===== config.mk =====
export PLATFORM = sky130hd
export DESIGN_NAME = exe2mem_skid_reg_flat
export DESIGN_NICKNAME = d
export VERILOG_FILES = /design/src/rtl/exe2mem_skid_reg_if.sv /design/src/rtl/exe2mem_skid_reg.sv /design/src/flat_wrapper.sv
export SDC_FILE = /design/constraint.sdc
export NUM_CORES = 1
export LEC_CHECK = 0
export ABC_AREA = 1
export BUFFER_PORTS_ARGS = -buffer_cell sky130_fd_sc_hd__buf_2
export CAP_MARGIN = 10
export CORE_ASPECT_RATIO = 0.5
export CORE_UTILIZATION = 40
export CTS_CLUSTER_DIAMETER = 30
export DETAILED_ROUTE_END_ITERATION = 7
export HOLD_SLACK_MARGIN = 0.06
export PLACE_DENSITY = 0.74
export SKIP_CTS_REPAIR_TIMING = 1
export SYNTH_ARGS = -nofsm -noshare
export SYNTH_HDL_FRONTEND = slang
export SYNTH_SLANG_ARGS = --single-unit

===== constraint.sdc =====
create_clock -name clk -period 3.3 [get_ports clk]
set_clock_uncertainty 0.2 [all_clocks]
set_input_delay 0.66 -clock clk [delete_from_list [all_inputs] [get_ports clk]]
set_output_delay 0.66 -clock clk [all_outputs]
set_load 0.01 [all_outputs]

===== src/rtl/exe2mem_skid_reg_if.sv =====
// EX->MEM pipeline register bundle: EX-side inputs, MEM-side handshake, flush, forwarding tap.
// The slave modport is the register itself; the master modport is the surrounding pipeline.
interface exe2mem_skid_reg_if #(
    parameter int WORD_W = 32,
    parameter int ADDR_W = 5
);
    logic              flush;
    logic              in_valid;
    logic              in_ready;
    logic              WB_EN_IN;
    logic              MEM_R_EN_IN;
    logic              MEM_W_EN_IN;
    logic [WORD_W-1:0] PCIn;
    logic [WORD_W-1:0] ALUResIn;
    logic [WORD_W-1:0] STValIn;
    logic [ADDR_W-1:0] destIn;
    logic              out_valid;
    logic              out_ready;
    logic              WB_EN;
    logic              MEM_R_EN;
    logic              MEM_W_EN;
    logic [WORD_W-1:0] PC;
    logic [WORD_W-1:0] ALURes;
    logic [WORD_W-1:0] STVal;
    logic [ADDR_W-1:0] dest;
    logic              fwd_valid;
    logic [ADDR_W-1:0] fwd_dest;
    logic [WORD_W-1:0] fwd_data;
    logic [1:0]        occupancy;

    modport slave (
        input  flush, in_valid, WB_EN_IN, MEM_R_EN_IN, MEM_W_EN_IN,
               PCIn, ALUResIn, STValIn, destIn, out_ready,
        output in_ready, out_valid, WB_EN, MEM_R_EN, MEM_W_EN,
               PC, ALURes, STVal, dest, fwd_valid, fwd_dest, fwd_data, occupancy
    );

    modport master (
        output flush, in_valid, WB_EN_IN, MEM_R_EN_IN, MEM_W_EN_IN,
               PCIn, ALUResIn, STValIn, destIn, out_ready,
        input  in_ready, out_valid, WB_EN, MEM_R_EN, MEM_W_EN,
               PC, ALURes, STVal, dest, fwd_valid, fwd_dest, fwd_data, occupancy
    );
endinterface


===== src/rtl/exe2mem_skid_reg.sv =====
// EX->MEM pipeline register with valid/ready handshake, synchronous flush and forwarding tap.
// Define EXE2MEM_SKID_EN to add a skid entry behind main so in_ready is a pure register output.
module exe2mem_skid_reg #(
    parameter int WORD_W = 32,
    parameter int ADDR_W = 5
) (
    input  logic                clk,
    input  logic                rst,
    exe2mem_skid_reg_if.slave   bus
);
    typedef struct packed {
        logic              wb;
        logic              mr;
        logic              mw;
        logic [WORD_W-1:0] pc;
        logic [WORD_W-1:0] alu;
        logic [WORD_W-1:0] st;
        logic [ADDR_W-1:0] dest;
    } ent_t;

    ent_t in_ent;
    ent_t main_q, main_d;
    logic main_vld_q, main_vld_d;
    logic pop, accept;

    assign in_ent = '{wb:   bus.WB_EN_IN,
                      mr:   bus.MEM_R_EN_IN,
                      mw:   bus.MEM_W_EN_IN,
                      pc:   bus.PCIn,
                      alu:  bus.ALUResIn,
                      st:   bus.STValIn,
                      dest: bus.destIn};

    assign pop    = main_vld_q & bus.out_ready;
    assign accept = bus.in_valid & bus.in_ready & ~bus.flush;

`ifdef EXE2MEM_SKID_EN
    ent_t skid_q, skid_d;
    logic skid_vld_q, skid_vld_d;

    assign bus.in_ready  = ~skid_vld_q;
    assign bus.occupancy = {1'b0, main_vld_q} + {1'b0, skid_vld_q};

    // Flush only drops valid bits; data registers keep their contents.
    always_comb begin
        main_d     = main_q;
        main_vld_d = main_vld_q;
        skid_d     = skid_q;
        skid_vld_d = skid_vld_q;
        if (bus.flush) begin
            main_vld_d = 1'b0;
            skid_vld_d = 1'b0;
        end else if (skid_vld_q) begin
            if (pop) begin
                main_d     = skid_q;
                skid_vld_d = 1'b0;
            end
        end else if (accept) begin
            if (!main_vld_q || pop) begin
                main_d     = in_ent;
                main_vld_d = 1'b1;
            end else begin
                skid_d     = in_ent;
                skid_vld_d = 1'b1;
            end
        end else if (pop) begin
            main_vld_d = 1'b0;
        end
    end

    always_ff @(posedge clk or posedge rst) begin
        if (rst) begin
            skid_q     <= '0;
            skid_vld_q <= 1'b0;
        end else begin
            skid_q     <= skid_d;
            skid_vld_q <= skid_vld_d;
        end
    end
`else
    assign bus.in_ready  = ~main_vld_q | bus.out_ready;
    assign bus.occupancy = {1'b0, main_vld_q};

    always_comb begin
        main_d     = main_q;
        main_vld_d = main_vld_q;
        if (bus.flush) begin
            main_vld_d = 1'b0;
        end else if (accept) begin
            main_d     = in_ent;
            main_vld_d = 1'b1;
        end else if (pop) begin
            main_vld_d = 1'b0;
        end
    end
`endif

    always_ff @(posedge clk or posedge rst) begin
        if (rst) begin
            main_q     <= '0;
            main_vld_q <= 1'b0;
        end else begin
            main_q     <= main_d;
            main_vld_q <= main_vld_d;
        end
    end

    // Control bits are gated so a bubble never writes memory or the register file.
    assign bus.out_valid = main_vld_q;
    assign bus.WB_EN     = main_q.wb & main_vld_q;
    assign bus.MEM_R_EN  = main_q.mr & main_vld_q;
    assign bus.MEM_W_EN  = main_q.mw & main_vld_q;
    assign bus.PC        = main_q.pc;
    assign bus.ALURes    = main_q.alu;
    assign bus.STVal     = main_q.st;
    assign bus.dest      = main_q.dest;

    // Loads have no result yet in this stage, so they are not forwarded.
    assign bus.fwd_valid = bus.WB_EN & ~bus.MEM_R_EN;
    assign bus.fwd_dest  = main_q.dest;
    assign bus.fwd_data  = main_q.alu;
endmodule


===== src/flat_wrapper.sv =====
// flat-port wrapper written by rule: the top's interface ports become plain ports
module exe2mem_skid_reg_flat 
#(
    parameter int WORD_W = 32,
    parameter int ADDR_W = 5
)
  (clk, rst, bus_flush, bus_in_valid, bus_WB_EN_IN, bus_MEM_R_EN_IN, bus_MEM_W_EN_IN, bus_PCIn, bus_ALUResIn, bus_STValIn, bus_destIn, bus_out_ready, bus_in_ready, bus_out_valid, bus_WB_EN, bus_MEM_R_EN, bus_MEM_W_EN, bus_PC, bus_ALURes, bus_STVal, bus_dest, bus_fwd_valid, bus_fwd_dest, bus_fwd_data, bus_occupancy);
  exe2mem_skid_reg_if #(.WORD_W(WORD_W), .ADDR_W(ADDR_W)) bus_i ();
  input  logic clk;
  input  logic rst;
  input wire logic [$bits(bus_i.flush)-1:0] bus_flush;
  input wire logic [$bits(bus_i.in_valid)-1:0] bus_in_valid;
  input wire logic [$bits(bus_i.WB_EN_IN)-1:0] bus_WB_EN_IN;
  input wire logic [$bits(bus_i.MEM_R_EN_IN)-1:0] bus_MEM_R_EN_IN;
  input wire logic [$bits(bus_i.MEM_W_EN_IN)-1:0] bus_MEM_W_EN_IN;
  input wire logic [$bits(bus_i.PCIn)-1:0] bus_PCIn;
  input wire logic [$bits(bus_i.ALUResIn)-1:0] bus_ALUResIn;
  input wire logic [$bits(bus_i.STValIn)-1:0] bus_STValIn;
  input wire logic [$bits(bus_i.destIn)-1:0] bus_destIn;
  input wire logic [$bits(bus_i.out_ready)-1:0] bus_out_ready;
  output wire logic [$bits(bus_i.in_ready)-1:0] bus_in_ready;
  output wire logic [$bits(bus_i.out_valid)-1:0] bus_out_valid;
  output wire logic [$bits(bus_i.WB_EN)-1:0] bus_WB_EN;
  output wire logic [$bits(bus_i.MEM_R_EN)-1:0] bus_MEM_R_EN;
  output wire logic [$bits(bus_i.MEM_W_EN)-1:0] bus_MEM_W_EN;
  output wire logic [$bits(bus_i.PC)-1:0] bus_PC;
  output wire logic [$bits(bus_i.ALURes)-1:0] bus_ALURes;
  output wire logic [$bits(bus_i.STVal)-1:0] bus_STVal;
  output wire logic [$bits(bus_i.dest)-1:0] bus_dest;
  output wire logic [$bits(bus_i.fwd_valid)-1:0] bus_fwd_valid;
  output wire logic [$bits(bus_i.fwd_dest)-1:0] bus_fwd_dest;
  output wire logic [$bits(bus_i.fwd_data)-1:0] bus_fwd_data;
  output wire logic [$bits(bus_i.occupancy)-1:0] bus_occupancy;
  assign bus_i.flush = bus_flush;
  assign bus_i.in_valid = bus_in_valid;
  assign bus_i.WB_EN_IN = bus_WB_EN_IN;
  assign bus_i.MEM_R_EN_IN = bus_MEM_R_EN_IN;
  assign bus_i.MEM_W_EN_IN = bus_MEM_W_EN_IN;
  assign bus_i.PCIn = bus_PCIn;
  assign bus_i.ALUResIn = bus_ALUResIn;
  assign bus_i.STValIn = bus_STValIn;
  assign bus_i.destIn = bus_destIn;
  assign bus_i.out_ready = bus_out_ready;
  assign bus_in_ready = bus_i.in_ready;
  assign bus_out_valid = bus_i.out_valid;
  assign bus_WB_EN = bus_i.WB_EN;
  assign bus_MEM_R_EN = bus_i.MEM_R_EN;
  assign bus_MEM_W_EN = bus_i.MEM_W_EN;
  assign bus_PC = bus_i.PC;
  assign bus_ALURes = bus_i.ALURes;
  assign bus_STVal = bus_i.STVal;
  assign bus_dest = bus_i.dest;
  assign bus_fwd_valid = bus_i.fwd_valid;
  assign bus_fwd_dest = bus_i.fwd_dest;
  assign bus_fwd_data = bus_i.fwd_data;
  assign bus_occupancy = bus_i.occupancy;
  exe2mem_skid_reg #(.WORD_W(WORD_W), .ADDR_W(ADDR_W)) u_core (.clk(clk), .rst(rst), .bus(bus_i));
endmodule

==> impl_metrics.toml, run 1 <==
[status]
status = "completed"

[yosys]
synth_top_cell_area_share_pct = 50.3
ys_warn_count = 0
ys_seq_area_share_pct = 50.3
synthArstFlopShare_pct = 100
synthFlopType = "dfrtp_1"
synth.most_common_cell = "nand2_1"
yosysUniqueCellTypes = 13
synth_nets = 714
synth-edff-count = 0
yosysTopAreaCell = "dfrtp_1"
syn_avg_cell_area_sq_um = 8.63
yosys-top-cells-area = "dfrtp_1 (50%), buf_4 (21%), nand2_1 (15%), nand3_1 (10%), buf_2 (1.4%)"
syn_inst = 605
synth_area_sq_um = 5220
synth_commonest_cells = "nand2_1 (211), buf_4 (148), dfrtp_1 (105)"
ys_ff_latch = 105

[sta]
finalSetupViolCount = 0
rsz0062_at_grt = "false"
slew_violations = 0
finalHoldViolations = 0
tns_ps = 0
maxSlewHeadroom_pct = 29.7
fmax_ghz = 0.384
fin_crit_sh_pct = 79.0
worst_pin_slew_ps = 1050
finalCriticalPeriod_ps = 2610
whs_ps = 253

[cts]
cts_tree = "done"
htreeDepth = 3
cts_root_buf = "clkbuf_16"
clock-sinks = 105
cts_inserted_buffers = 9
insertion_delay_ps = 330
cts.clk_slew.worst_paths_ps = 70
clockBufferDepth = 2

[worst_setup_path]
cp-start-kind = "flop"
path_class = "reg2out"
critPathArrivalTime_ps = 1750
worst-path-max-fanout = 36
critical_path_required_ps = 2440
crit_path_end_kind = "output port"

[pwr]
sequentialPowerShare_pct = 47.1
p_clk_share_pct = 31.0
ir_drop_mv = 0.215
powerDensity_nw_per_um2 = 571
intPower_mw = 2.37
power.share.switching_pct = 29.4
p_comb_share_pct = 21.9
p_leak_nw = 3.51
p_sw_uw = 988
finalPower_mw = 3.36

[floorplanning]
die_x_um = 164
num_rows = 29
start_util_pct = 41.1
io_pins = 255
core_area_sq_um = 12700
die_y_um = 82.8
dieArea_sq_um = 13500

[place]
portBuffers = 253
dp_hpwl_mm = 8.05
gp_congestion = 0.784

[final_layout]
n_antenna_cell = 0
final_layout_size_suffix_gt1_share_pct = 39.5
nets = 813
area_growth_pct = 12.6

[grt]
grt_max_degree = 105
antenna_found_initial = 0
grt_first_pass_wirelength_mm = 17.1
grt_remaining_overflow = 0
track_usage_pct = 16.2
grt_pass1_vias = 3500

[route]
drc = 0
routed_wl_mm = 11.7
dr.pass1.iters = 4
ant_nets = 0
dr_total_vias = 3979
viasPerCell = 4.53
drt_iter0_drc = 260
drt-wirelength-per-cell_um = 13.3

[min_path]
hold_class = "in2async"

[flow_run]
drv_cap = 0
==> layout make-up <==
type	count	area, sq um
Timing Repair Buffer	261	1360
Multi-Input combinational cell	321	1360
Fill cell	1288	6820
Clock inverter	2	10.0
Sequential cell	105	2630
Tap cell	170	213
Inverter	6	26.3
Clock buffer	14	284
==> flip-flops by register name (all words and copies together), names as in the netlist <==
signal / count
u_core.bus.STVal: 32
u_core.bus.PC: 32
u_core.bus.dest: 5
u_core.main_q: 3
u_core.bus.out_valid: 1
u_core.bus.ALURes: 32
==> worst paths after layout <==
kind	slack, ps	end	depth (start not counted)	from
worst max-delay path	690	bus_in_ready	3	u_core.bus.out_valid
worst min-delay path	250	u_core.bus.STVal[20]	2	rst
worst max register to register	1320	u_core.bus.STVal[15]	5	u_core.bus.out_valid
worst min register to register	260	u_core.bus.PC[30]	2	u_core.bus.PC[30]
max in group asynchronous	2000	u_core.main_q[101]	3	rst
min in group clk	260	u_core.bus.PC[30]	2	u_core.bus.PC[30]
==> power groups by stage <==
stage	Clock, mW	Combinational, mW	Sequential, mW
after global routing	1.13	0.824	1.61
after floorplan	0	0.720	1.58
after CTS	1.07	0.748	1.58
after detailed placement	0	0.748	1.61
final	1.04	0.735	1.58
after global placement	0	0.731	1.60
==> cells in the final DEF, fill, tap and decap left out <==
cell type	count
a21oi_1	1
clkbuf_16	9
nand3_1	104
buf_12	3
conb_1	1
nor2_4	1
inv_1	5
buf_2	253
clkinv_2	2
clkbuf_8	4
clkinvlp_4	1
nor2_1	1
buf_4	5
dfrtp_1	105
nand2_1	211
clkbuf_1	1
nand2_4	2
==> cells by family after synthesis <==
group                  synth area share [%]
buffers and inverters                  23.9
DFF                                    50.3
and+or+nand+nor                        25.7
AOI/OAI and AO/OA                    0.0957
other                                0.0718
==> per-stage QoR <==
stage / instances / area (sq um) / util [%] / worst slack, ps
final: 879 / 5880 / 46.3 / 694
after global routing: 879 / 5880 / 46.3 / 591
after CTS: 879 / 5880 / 46.3 / 658
after detailed placement: 863 / 5590 / 44.0 / 810
after global placement: 863 / 5590 / 44.0 / 801
after floorplan: 605 / 5230 / - / 1180
==> worst max-delay path: stages, from the launching register on <==
cell	delay, ps
dfrtp_1	510
nand2_4	290
buf_4	400
buf_2	200
==> routing by layer <==
layer,global-route usage (%),wire (um),vias to the layer above
met5,0,0,-
met4,6.94,276,0
met3,3.58,528,28
met2,29.2,5990,124
met1,19.1,4880,1876
li1,-,-,1951
No activity file was read; power rests on OpenSTA's default activity.
==> run 2, diff against run 1 <==
clock period = 2.15 ns   (was 3.3 ns; I/O delays follow)
==> run 2 against run 1 <==
- die area is the same
- critical path depth unchanged
- first-iteration DRC count down 16%
- via count decreased by 0.38%
- register-to-register slack lost 760 ps
- global-route usage increased by 0.19 points
- flip-flop and latch count did not move
- clock power grew 52%
- combinational power increased by 55%
- sequential power is 54% higher
- largest power group unchanged
- cell count grew 0.11%
- sequential share of layout area down 0.29 points
==> impl_metrics.toml, run 2 (synthesized netlist as in run 1, its figures left out) <==
[status]
status = "completed"

[grt]
grt_first_pass_wirelength_mm = 17.3
track_usage_pct = 16.4
antenna_found_initial = 0
grt_max_degree = 105
grt_remaining_overflow = 0
grt_pass1_vias = 3452

[flow_run]
drv_cap = 0

[cts]
clockBufferDepth = 2
cts_root_buf = "clkbuf_16"
cts_tree = "done"
htreeDepth = 3
cts_inserted_buffers = 9
insertion_delay_ps = 330
clock-sinks = 105
cts.clk_slew.worst_paths_ps = 70

[final_layout]
fin_area_sq_um = 5920
area_growth_pct = 13.4
final_cell_mix = "buf_2 (253), nand2_1 (211), dfrtp_1 (105), nand3_1 (104), clkbuf_16 (9)"
n_antenna_cell = 0
nets = 815
final_common_cell = "buf_2"
final_layout_size_suffix_gt1_share_pct = 39.3

[worst_setup_path]
critical_path_required_ps = 1520
crit_path_end_kind = "output port"
cp_top_family = "flip-flops"
slowest_delay_ps = 530
worst-path-max-fanout = 6
path_buf_inv = 1
cp-start-kind = "flop"
worstRegToRegCells = 4
critPathArrivalTime_ps = 1240
cpMaxStageDelayCell = "dfrtp_1"
crit_chain = "nand2_1 -> nor2_1 -> buf_2"
cp_num_cells = 3
path_class = "reg2out"

[pwr]
power.share.switching_pct = 29.6
p_comb_share_pct = 22.1
p_sw_mw = 1.52
powerDensity_nw_per_um2 = 871
intPower_mw = 3.63
ir_drop_mv = 0.390
p_leak_nw = 3.53
p_clk_share_pct = 30.7
sequentialPowerShare_pct = 47.2

[floorplanning]
die_x_um = 164
num_rows = 29
io_pins = 255
die_y_um = 82.8
core_area_sq_um = 12700
start_util_pct = 41.1
dieArea_sq_um = 13500

[route]
routed_wl_mm = 11.7
drt-wirelength-per-cell_um = 13.4
ant_nets = 0
viasPerCell = 4.50
drt_iter0_drc = 219
dr_total_vias = 3964
dr.pass1.iters = 4
drc = 0

[place]
place_area_sq_um = 5630
gp_congestion = 0.788
dp_hpwl_mm = 8.19
portBuffers = 253

[sta]
rsz0062_at_grt = "false"
tns_ps = 0
fmax_ghz = 0.535
slew_violations = 0
finalCriticalPeriod_ps = 1870
worst_pin_slew_ps = 545
finalSetupViolCount = 0
maxSlewHeadroom_pct = 63.6
fin_crit_sh_pct = 86.9
finalHoldViolations = 0

[min_path]
hold_depth = 2
hold_class = "in2reg"
==> run 2: worst paths after layout <==
| path | startpoint | end | slack [ps] |
|---|---|---|---|
| min in group asynchronous | rst | u_core.bus.ALURes[19] | 500 |
| max in group asynchronous | rst | u_core.main_q[101] | 640 |
| setup reg to reg | u_core.bus.out_valid | u_core.bus.PC[24] | 560 |
| hold / removal | bus_flush | u_core.bus.out_valid | 80 |
| hold reg to reg | u_core.bus.STVal[2] | u_core.bus.STVal[2] | 270 |
| setup / recovery | u_core.bus.out_valid | bus_fwd_valid | 280 |
==> run 2: power groups by stage <==
stage	combinational [mW]	sequential, mW	clock, mW
global placement	1.13	2.46	0
floorplan	1.10	2.43	0
finish	1.14	2.43	1.58
CTS	1.16	2.44	1.63
global route	1.28	2.47	1.71
detailed placement	1.16	2.47	0
==> run 2: routing by layer <==
metal / global-route usage (%) / routed length (um) / vias up
li1: - / - / 1955
met1: 19.7 / 4940 / 1902
met2: 30.1 / 6220 / 97
met3: 3.58 / 439 / 10
met4: 4.72 / 149 / 0
met5: 0 / 0 / -
==> run 2: metrics by stage <==
stage                     util [%]  power, mW  setup WS, ps  instances  hold slack, ps
final                         46.6       5.16           281        880            84.9
after global routing          46.6       5.46           180        880            90.7
after CTS                     46.6       5.23           254        879           -56.0
after detailed placement      44.4       3.63           490        864             253
after global placement        44.4       3.59           505        864             249
after floorplan                  -       3.54           260        605             242
==> run 2: cell type report <==
cell class	instances	area, sq um
clock buffers	11	233
clock inverters	4	45.0
multi-input cells	321	1360
well taps	170	213
fillers	1290	6780
repair buffers	263	1420
flip-flops and latches	105	2630
inverters	6	26.3
